File: config.mk
export PLATFORM = sky130hd
export DESIGN_NAME = mem_port_arbiter
export DESIGN_NICKNAME = d
export VERILOG_FILES = /design/src/rtl/arb_pkg.sv /design/src/rtl/twomux.sv /design/src/rtl/mem_port_arbiter.sv
export SDC_FILE = /design/constraint.sdc
export NUM_CORES = 1
export LEC_CHECK = 0
export CORE_AREA = 2 2 108 110
export CTS_CLUSTER_DIAMETER = 30
export DETAILED_ROUTE_END_ITERATION = 10
export DIE_AREA = 0 0 110 112
export DONT_BUFFER_PORTS = 1
export PLACE_DENSITY = 0.3
export SLEW_MARGIN = 5
export SYNTH_ARGS = -nofsm -noshare
export SYNTH_HDL_FRONTEND = slang
export SYNTH_SLANG_ARGS = --single-unit
File: constraint.sdc
create_clock -name clk -period 2.1 [get_ports clk]
set_input_delay 0.21 -clock clk [delete_from_list [all_inputs] [get_ports clk]]
set_output_delay 0.21 -clock clk [all_outputs]
set_load 0.01 [all_outputs]
File: src/rtl/arb_pkg.sv
// arb_pkg: shared FSM state and grant encodings for mem_port_arbiter
package arb_pkg;
  typedef enum logic [1:0] {IDLE, SERVE_I, SERVE_D} arb_state_e;
  typedef enum logic {GRANT_I = 1'b0, GRANT_D = 1'b1} grant_e;
endpackage

File: src/rtl/twomux.sv
// twomux: two-input mux, sel=0 -> a, sel=1 -> b
module twomux #(
  parameter int WIDTH = 32
) (
  input  logic             sel,
  input  logic [WIDTH-1:0] a,
  input  logic [WIDTH-1:0] b,
  output logic [WIDTH-1:0] y
);
  assign y = sel ? b : a;
endmodule

File: src/rtl/mem_port_arbiter.sv
// mem_port_arbiter: shares one memory port between instruction fetch (I) and data (D), D first, I promoted after STARVE_LIMIT losses
// Ports: clk/rst (sync, active high); i_* instruction requester; d_* data requester;
// mem_* memory port; grant_sel registered grant (0 = I, 1 = D) steering the address mux.
// ARB_PERF_CNT_EN adds i_grant_cnt, d_grant_cnt, conflict_cnt.
module mem_port_arbiter
  import arb_pkg::*;
#(
  parameter int WIDTH        = 32,
  parameter int STARVE_LIMIT = 4
) (
  input  logic               clk,
  input  logic               rst,
  input  logic               i_read,
  input  logic [WIDTH-1:0]   i_address,
  output logic [WIDTH-1:0]   i_rdata,
  output logic               i_resp,
  input  logic               d_read,
  input  logic               d_write,
  input  logic [WIDTH-1:0]   d_address,
  input  logic [WIDTH-1:0]   d_wdata,
  input  logic [WIDTH/8-1:0] d_mbe,
  output logic [WIDTH-1:0]   d_rdata,
  output logic               d_resp,
  output logic               mem_read,
  output logic               mem_write,
  output logic [WIDTH-1:0]   mem_address,
  output logic [WIDTH-1:0]   mem_wdata,
  output logic [WIDTH/8-1:0] mem_byte_enable,
  input  logic [WIDTH-1:0]   mem_rdata,
  input  logic               mem_resp,
`ifdef ARB_PERF_CNT_EN
  output logic [31:0]        i_grant_cnt,
  output logic [31:0]        d_grant_cnt,
  output logic [31:0]        conflict_cnt,
`endif
  output logic               grant_sel
);
  localparam int SW = $clog2(STARVE_LIMIT + 1);
  arb_state_e    r_state;
  grant_e        r_grant;
  logic [SW-1:0] r_starve;
  logic          w_i_req, w_d_req, w_idle, w_starved, w_go_i, w_go_d;
  assign w_i_req   = i_read;
  assign w_d_req   = d_read | d_write;
  assign w_idle    = r_state == IDLE;
  assign w_starved = r_starve == SW'(STARVE_LIMIT);
  // A grant happens either by arbitration in IDLE or by handing the port to the other pending requester on mem_resp.
  assign w_go_i = w_i_req & ((w_idle & (~w_d_req | w_starved)) | (r_state == SERVE_D & mem_resp));
  assign w_go_d = w_d_req & ((w_idle & ~(w_i_req & w_starved)) | (r_state == SERVE_I & mem_resp));
  always_ff @(posedge clk) begin
    if (rst) begin
      r_state  <= IDLE;
      r_grant  <= GRANT_I;
      r_starve <= '0;
    end else if (w_go_i) begin
      r_state  <= SERVE_I;
      r_grant  <= GRANT_I;
      r_starve <= '0;
    end else if (w_go_d) begin
      r_state <= SERVE_D;
      r_grant <= GRANT_D;
      if (w_idle & w_i_req & ~w_starved) r_starve <= r_starve + 1'b1;
    end else if (mem_resp & ~w_idle) begin
      r_state <= IDLE;
    end
  end
  assign grant_sel       = r_grant;
  assign mem_read        = (r_state == SERVE_I) | (r_state == SERVE_D & d_read & ~d_write);
  assign mem_write       = r_state == SERVE_D & d_write;
  assign mem_wdata       = d_wdata;
  assign mem_byte_enable = r_grant == GRANT_D ? d_mbe : '1;
  assign i_rdata         = mem_rdata;
  assign d_rdata         = mem_rdata;
  assign i_resp          = r_state == SERVE_I & mem_resp;
  assign d_resp          = r_state == SERVE_D & mem_resp;
  twomux #(.WIDTH(WIDTH)) u_addr_mux (
    .sel(r_grant),
    .a  (i_address),
    .b  (d_address),
    .y  (mem_address)
  );
  a_d_rw_exclusive: assert property (@(posedge clk) disable iff (rst) !(d_read && d_write));
`ifdef ARB_PERF_CNT_EN
  always_ff @(posedge clk) begin
    if (rst) begin
      i_grant_cnt  <= '0;
      d_grant_cnt  <= '0;
      conflict_cnt <= '0;
    end else begin
      i_grant_cnt  <= i_grant_cnt + 32'(w_go_i);
      d_grant_cnt  <= d_grant_cnt + 32'(w_go_d);
      conflict_cnt <= conflict_cnt + 32'(w_idle & w_i_req & w_d_req);
    end
  end
`endif
endmodule

Word-level counts from Yosys, hierarchy flattened
Cells that the tools add are included.

operators by class
  add/subtract/negate cells = 1
  equal/unequal tests = 3
  multiplexer cells = 5
  bitwise logic cells = 23
  reduce and logical (&&, ||, !) cells = 5

operators by type and width
  cell                                                 count
  two-way mux 32 bit                                   1
  AND 1 bit                                            13
  NOT 1 bit                                            5
  bitwise OR 1 bit                                     5
  two-way mux 2 bit                                    2
  two-way mux 4 bit                                    1
  adder 3 x 1 -> 3 bit, second input constant          1
  equality test 3 bit, second input constant           1
  nonzero test 3 bit                                   1
  equality test 2 x 1 -> 1 bit, second input constant  1
  equality test 2 bit, second input constant           1
  logical NOT 2 bit                                    1
  AND reduction 2 bit                                  1
  nonzero test 2 bit                                   1
  OR reduction 2 bit                                   1
  two-way mux 1 bit                                    1

word-level totals
  flip-flop bits (word level) = 6
  input bits = 138
  output and inout bits = 137

Depth between registers and ports, before layout
Gate-level depths: netlist (run 1).

  depth after elaboration = 8
  depth in mapped cells = 6
  gate-level depth less buffers = 6

Hierarchy
A second synthesis (run 1) with hierarchy kept.

second synthesis, totals
  cells, all modules = 181
  area, all modules = 1650.3 µm²

by module, submodules not included
  module            times used  cells an instance  area an instance (µm²)  sequential area each (µm²)
  mem_port_arbiter  1           145                1106.1                  120.1
  twomux            1           36                 544.3                   0.0

Worst setup path after synthesis (run 1)
Ideal clock, no wire load.

  path kind = flip-flop to output port
  start point = reg r_grant (netlist: grant_sel)
  end point = out mem_address[15]
  arrival = 1.406 ns
  required time = 1.890 ns
  path slack = 0.484 ns
  stages on the path, launching flop included = 4
  path buffers = 2
  cell sequence = dfxtp_1 > clkbuf_1 > clkbuf_1 > mux2_2

on the way
  longest elaborated chain between the ends = 1

RTL lines
  element                   line                    source
  start: declaration        mem_port_arbiter.sv:40  grant_e r_grant;
  start signal: assignment  mem_port_arbiter.sv:53  r_grant <= GRANT_I;
  start signal: assignment  mem_port_arbiter.sv:57  r_grant <= GRANT_I;
  start signal: assignment  mem_port_arbiter.sv:61  r_grant <= GRANT_D;
  two-way mux 32 bit        twomux.sv:10            assign y = sel ? b : a;
  end: declaration          mem_port_arbiter.sv:26  output logic [WIDTH-1:0] mem_address,

Every way passes these cells.

Final worst setup path (run 1)
  start point = reg r_grant (netlist: grant_sel)
  end point = out mem_address[30]

The elaborated chain is that of the path after synthesis.

==> results of run 1 <==
metal layers:
| layer | wire [um] | vias up | global-route usage, % |
|---|---|---|---|
| li1 | - | 304 | - |
| met2 | 1560 | 102 | 7.36 |
| met5 | 0 | - | 0 |
| met3 | 509 | 13 | 2.28 |
| met1 | 779 | 315 | 2.89 |
| met4 | 53 | 0 | 1.77 |
final timing paths:
check / from / to / slack (ns) / cells after the start
hold / removal: rst / r_state[0]$_SDFFE_PP0P_ / 0.05 / 1
setup / recovery: grant_sel$_SDFFE_PP0P_ / mem_address[30] / 0.60 / 2
hold reg to reg: r_starve[2]$_SDFFE_PP0P_ / r_starve[2]$_SDFFE_PP0P_ / 0.50 / 2
setup reg to reg: r_state[1]$_SDFFE_PP0P_ / r_starve[2]$_SDFFE_PP0P_ / 0.61 / 3
synthesized netlist by cell type, drive strengths merged:
cell type  number
a21oi           4
a22oi           1
a31o            2
and2            3
and2b           1
buf            98
clkbuf          3
dfxtp           6
ha              2
inv             4
mux2           32
nand2           1
nand2b          5
nor2            6
nor2b           2
nor3            2
o21a            2
o21ai           2
o221ai          1
o2bb2ai         1
or2b            1
or3b            1
or4b            1
layout make-up:
| cell class | instances | area, um2 |
|---|---|---|
| Inverter | 4 | 15.0 |
| Tap cell | 143 | 179 |
| Timing Repair Buffer | 1 | 20.0 |
| Multi-Input combinational cell | 70 | 606 |
| Fill cell | 1288 | 10200 |
| Sequential cell | 6 | 121 |
| Clock buffer | 3 | 75.1 |
state kept, by name (all words and copies together), names as in the netlist:
name	count
grant_sel	1
r_starve	3
r_state	2
power breakdown:
group / switching, mW / leakage [nW] / internal, mW
Combinational: 0.121 / 0.234 / 0.111
Clock: 0.0612 / 0.0370 / 0.244
Sequential: 0.0133 / 0.0495 / 0.125
Total: 0.196 / 0.320 / 0.480
cell families (layout without fill, tap and decap cells):
| kind of cell | count (synthesis) | after routing | synth area share, % |
|---|---|---|---|
| buf+inv | 105 | 8 | 51.1 |
| mux | 32 | 32 | 24.3 |
| simple gates | 23 | 23 | 8.94 |
| compound gates | 13 | 13 | 5.90 |
| flops | 6 | 6 | 8.09 |
| fa+ha+maj | 2 | 2 | 1.69 |
through the flow:
stage	area, um2	total power, mW	cells
2_1_floorplan	1480	0.533	181
3_3_place_gp	941	0.380	224
3_5_place_dp	941	0.376	224
4_1_cts	1020	0.687	227
5_1_grt	1020	0.716	227
6_report	1020	0.676	227
placed cells by master, fill, tap and decap left out:
master | synthesis | routed
a31o_2 | 2 | 2
clkbuf_16 | 0 | 3
buf_12 | 0 | 1
or2b_1 | 1 | 1
dfxtp_1 | 6 | 5
nand2b_1 | 5 | 5
mux2_2 | 32 | 32
or4b_1 | 1 | 1
o221ai_1 | 1 | 1
ha_1 | 2 | 2
and2b_1 | 1 | 1
or3b_1 | 1 | 1
nand2_1 | 1 | 1
nor2b_1 | 2 | 2
nor3_1 | 2 | 2
a22oi_1 | 1 | 1
dfxtp_2 | 0 | 1
o21ai_0 | 2 | 2
a21oi_1 | 4 | 4
o21a_1 | 2 | 2
inv_1 | 4 | 4
and2_1 | 3 | 3
o2bb2ai_1 | 1 | 1
nor2_1 | 6 | 6
critical path: cells and delay by family, from the launching register on:
kind,cells,cell delay (ns)
DFF,1,0.42
buffers and inverters,1,0.22
muxes,1,0.40
==> flow_metrics.env, run 1 <==
export IMPL_synth_area_per_cell_um2=8.20
export IMPL_wl_per_cell_um=12.8
export IMPL_outcome="completed"
export IMPL_drc_errors=0
export IMPL_dieArea_um2=12300
export IMPL_cp_slowest_stage_delay_ns=0.42
export IMPL_via_per_inst=3.23
export IMPL_overflow=0
export IMPL_io_buffers=0
export IMPL_place_ws_ns=0.621
export IMPL_dp_hpwl_mm=2.61
export IMPL_critPathSlowestCell="dfxtp_2"
export IMPL_track_usage_pct=3.83
export IMPL_first_pass_iters=4
export IMPL_cts_buffers=3
export IMPL_cp_start_kind="flip-flop"
export IMPL_area_growth_synth_to_final_pct=-31.5
export IMPL_worstPathArrival_ns=1.29
export IMPL_die_h_um=112
export IMPL_antenna_found_initial=0
export IMPL_hold_buffers=0
export IMPL_clockRootBuffer="clkbuf_16"
export IMPL_ys_types=25
export IMPL_htreeDepth=1
export IMPL_crit_fanout=32
export IMPL_drt_wl_total_mm=2.90
export IMPL_layout_drive_gt1_share_pct=46.4
export IMPL_drt_iter0_drc=2
export IMPL_worst_slack_ns=0.601
export IMPL_cts_resized=0
export IMPL_syn_inst=181
export IMPL_finalSetupViolCount=0
export IMPL_peakVddDrop_mv=0.246
export IMPL_clock_path_buffers=2
export IMPL_synth_top_cells_by_area="buf_4 49%, mux2_2 24%, dfxtp_1 8.1%"
export IMPL_hold_viol_final=0
export IMPL_fin_crit_sh_pct=71.4
export IMPL_netlist_area_um2=1480
export IMPL_max_cap_violations=0
export IMPL_critical_path_class="flip-flop to primary output"
export IMPL_detail_route_antenna_nets=0
export IMPL_relSlewSlack_pct=79.7
export IMPL_powerDensity_nw_per_um2=665
export IMPL_syn_num_nets=321
export IMPL_synth_seq_cells=6
export IMPL_clock_latency_ns=0.23
export IMPL_end_kind="primary output"
export IMPL_clock_skew_ns=0.000409
export IMPL_numClockSinks=6
export IMPL_ioPinCount=275
export IMPL_initial_core_util_pct=13.3
export IMPL_drv_slew=0
export IMPL_first_global_vias=677
export IMPL_layout_nets=226
export IMPL_worstPathCellList="buf_12 > mux2_2"
export IMPL_postLayoutCoreUtil_pct=9.09
export IMPL_antenna_cells=0
export IMPL_ys_seq_area_share_pct=8.09
export IMPL_rsz0062_at_grt="no"
export IMPL_vias=734
export IMPL_clkSlewWorstSetupHoldPaths_ns=0.03
export IMPL_crit_required_ns=1.89
export IMPL_tightest_slew_ns=0.304
export IMPL_ys_warn_count=0
export IMPL_yosysTopAreaCellShare_pct=48.6
export IMPL_hold_slack_ns=0.0520
export IMPL_fmax_mhz=667
export IMPL_core_area_um2=11200
export IMPL_rows=39
export IMPL_cts_setup_buffers=0
export IMPL_cts_tree="yes"
export IMPL_gp_congestion=0.628
export IMPL_p_leak_nw=0.320
export IMPL_die_w_um=110
export IMPL_grt_pass1_wl_mm=3.48
export IMPL_hp_class="primary input to flip-flop"
export IMPL_tns_ns=0
export IMPL_grt_max_degree=33
export IMPL_min_period_ns=1.50
export IMPL_synth_top_area_cell="buf_4"
(Power assumes the default switching activity.)
==> inputs of run 2 (changes only) <==
- clock period: 2.1 -> 1.5 ns (I/O delays scaled with it)
==> flow_metrics.env, run 2 (synthesis gave the netlist of run 1 again) <==
export IMPL_grt_max_degree=33
export IMPL_fmax_mhz=710
export IMPL_detail_route_antenna_nets=0
export IMPL_via_per_inst=3.10
export IMPL_crit_required_ns=1.66
export IMPL_die_w_um=110
export IMPL_p_leak_nw=0.334
export IMPL_worstRegToRegCells=3
export IMPL_use_met1_pct=3.35
export IMPL_top_usage_layer="met2"
export IMPL_powerDensity_nw_per_um2=923
export IMPL_tightest_slew_ns=0.333
export IMPL_place_ws_ns=0.0863
export IMPL_drv_slew=0
export IMPL_drt_wl_total_mm=3.12
export IMPL_rsz0062_at_grt="no"
export IMPL_clock_skew_ns=0.000278
export IMPL_hold_slack_ns=0.140
export IMPL_crit_fanout=5
export IMPL_cts_tree="yes"
export IMPL_final_common_cell="mux2_2"
export IMPL_core_area_um2=11200
export IMPL_first_global_vias=699
export IMPL_clock_latency_ns=0.22
export IMPL_clkSlewWorstSetupHoldPaths_ns=0.03
export IMPL_io_buffers=0
export IMPL_min_period_ns=1.41
export IMPL_layout_nets=229
export IMPL_fin_cells=230
export IMPL_grt_pass1_wl_mm=3.76
export IMPL_track_usage_pct=4.09
export IMPL_placed_cells=226
export IMPL_gp_congestion=0.666
export IMPL_antenna_found_initial=0
export IMPL_rows=39
export IMPL_largest_register_ffs=3
export IMPL_htreeDepth=1
export IMPL_hold_viol_final=0
export IMPL_max_cap_violations=0
export IMPL_layout_drive_gt1_share_pct=48.3
export IMPL_crit_start="r_state[0]$_SDFFE_PP0P_"
export IMPL_critical_path_class="flip-flop to flip-flop"
export IMPL_use_met3_pct=2.28
export IMPL_placedInstanceArea_um2=956
export IMPL_tns_ns=0
export IMPL_overflow=0
export IMPL_ioPinCount=275
export IMPL_regToRegSetupSlack_ns=0.09
export IMPL_drt_iter0_drc=18
export IMPL_outcome="completed"
export IMPL_peakVddDrop_mv=0.366
export IMPL_nFillCells=1273
export IMPL_critPathCapture="r_starve[2]$_SDFFE_PP0P_"
export IMPL_postLayoutCoreUtil_pct=9.34
export IMPL_drc_errors=0
export IMPL_cts_buffers=3
export IMPL_antenna_cells=0
export IMPL_clockRootBuffer="clkbuf_16"
export IMPL_first_pass_iters=4
export IMPL_final_cell_mix="32 x mux2_2, 6 x nor2_1, 5 x nand2b_1, 5 x dfxtp_1"
export IMPL_met2_usage_pct=8.02
export IMPL_worst_slack_ns=0.0915
export IMPL_regMostFlops="r_starve"
export IMPL_area_growth_synth_to_final_pct=-29.7
export IMPL_end_kind="flip-flop"
export IMPL_finalSetupViolCount=0
export IMPL_hp_class="primary input to flip-flop"
export IMPL_vias=714
export IMPL_clock_path_buffers=2
export IMPL_cp_start_kind="flip-flop"
export IMPL_worstPathArrival_ns=1.56
export IMPL_fin_crit_sh_pct=93.9
export IMPL_r2r_end="r_starve[2]$_SDFFE_PP0P_"
export IMPL_design_area_um2=1040
export IMPL_numClockSinks=6
export IMPL_relSlewSlack_pct=77.8
export IMPL_die_h_um=112
export IMPL_wl_per_cell_um=13.5
export IMPL_p_total_mw=0.963
export IMPL_dp_hpwl_mm=2.78
export IMPL_regToRegStartpoint="r_state[0]$_SDFFE_PP0P_"
export IMPL_initial_core_util_pct=13.3
export IMPL_dieArea_um2=12300
==> run 2: cell count changes in the layout (fill, tap and decap cells not counted) <==
cell / before / now
dlygate4sd3_1: 0 / 1
or3b_4: 0 / 1
buf_4: 0 / 2
or3b_1: 1 / 0
==> run 2: report_power, final <==
group / total, mW / internal [mW] / switching [mW]
Sequential: 0.188 / 0.174 / 0.0135
Clock: 0.425 / 0.342 / 0.0832
Combinational: 0.350 / 0.168 / 0.182
==> run 2: routing by layer <==
metal / vias up / wire (um)
li1: 309 / -
met2: 116 / 1720
met5: - / 0
met4: 0 / 14
met3: 7 / 576
met1: 282 / 808
==> run 2: critical path: stages, from the launching register on <==
cell,delay (ns)
dfxtp_1,0.32
or3b_4,0.40
or4b_1,0.47
a21oi_1,0.15
==> run 2: worst min-delay path by stage <==
| stage | startpoint | end | slack, ns | cells after the start |
|---|---|---|---|---|
| floorplan | rst | r_state[0]$_SDFFE_PP0P_ | 0.22 | 1 |
| global placement | rst | r_state[0]$_SDFFE_PP0P_ | 0.23 | 1 |
| detailed placement | rst | r_state[0]$_SDFFE_PP0P_ | 0.23 | 1 |
| CTS | mem_resp | r_state[0]$_SDFFE_PP0P_ | 0.13 | 2 |
| global route | mem_resp | r_state[0]$_SDFFE_PP0P_ | 0.15 | 2 |
| finish | mem_resp | r_state[0]$_SDFFE_PP0P_ | 0.14 | 2 |
==> run 2: final cells by class <==
type / count / area [um2] / share of cell area [%]
inverters: 4 / 15.0 / 1.44
repair buffers: 4 / 45.0 / 4.32
clock buffers: 3 / 75.1 / 7.19
well taps: 143 / 179 / 17.1
flip-flops and latches: 6 / 121 / 11.6
multi-input cells: 70 / 608 / 58.3
==> run 2: what timing repair did <==
item | in CTS | in global routing
hold buffers | 1 | 0
endpoints found under the setup margin | 0 | 1
buffers inserted | 0 | 0
gates resized for setup | 0 | 1
hold endpoints to repair | 1 | 0
==> inputs of run 3 (changes only) <==
- TNS_END_PERCENT: unset -> 10
==> results of run 3 <==
Final layout, timing and power as in run 2 (identical DEF).
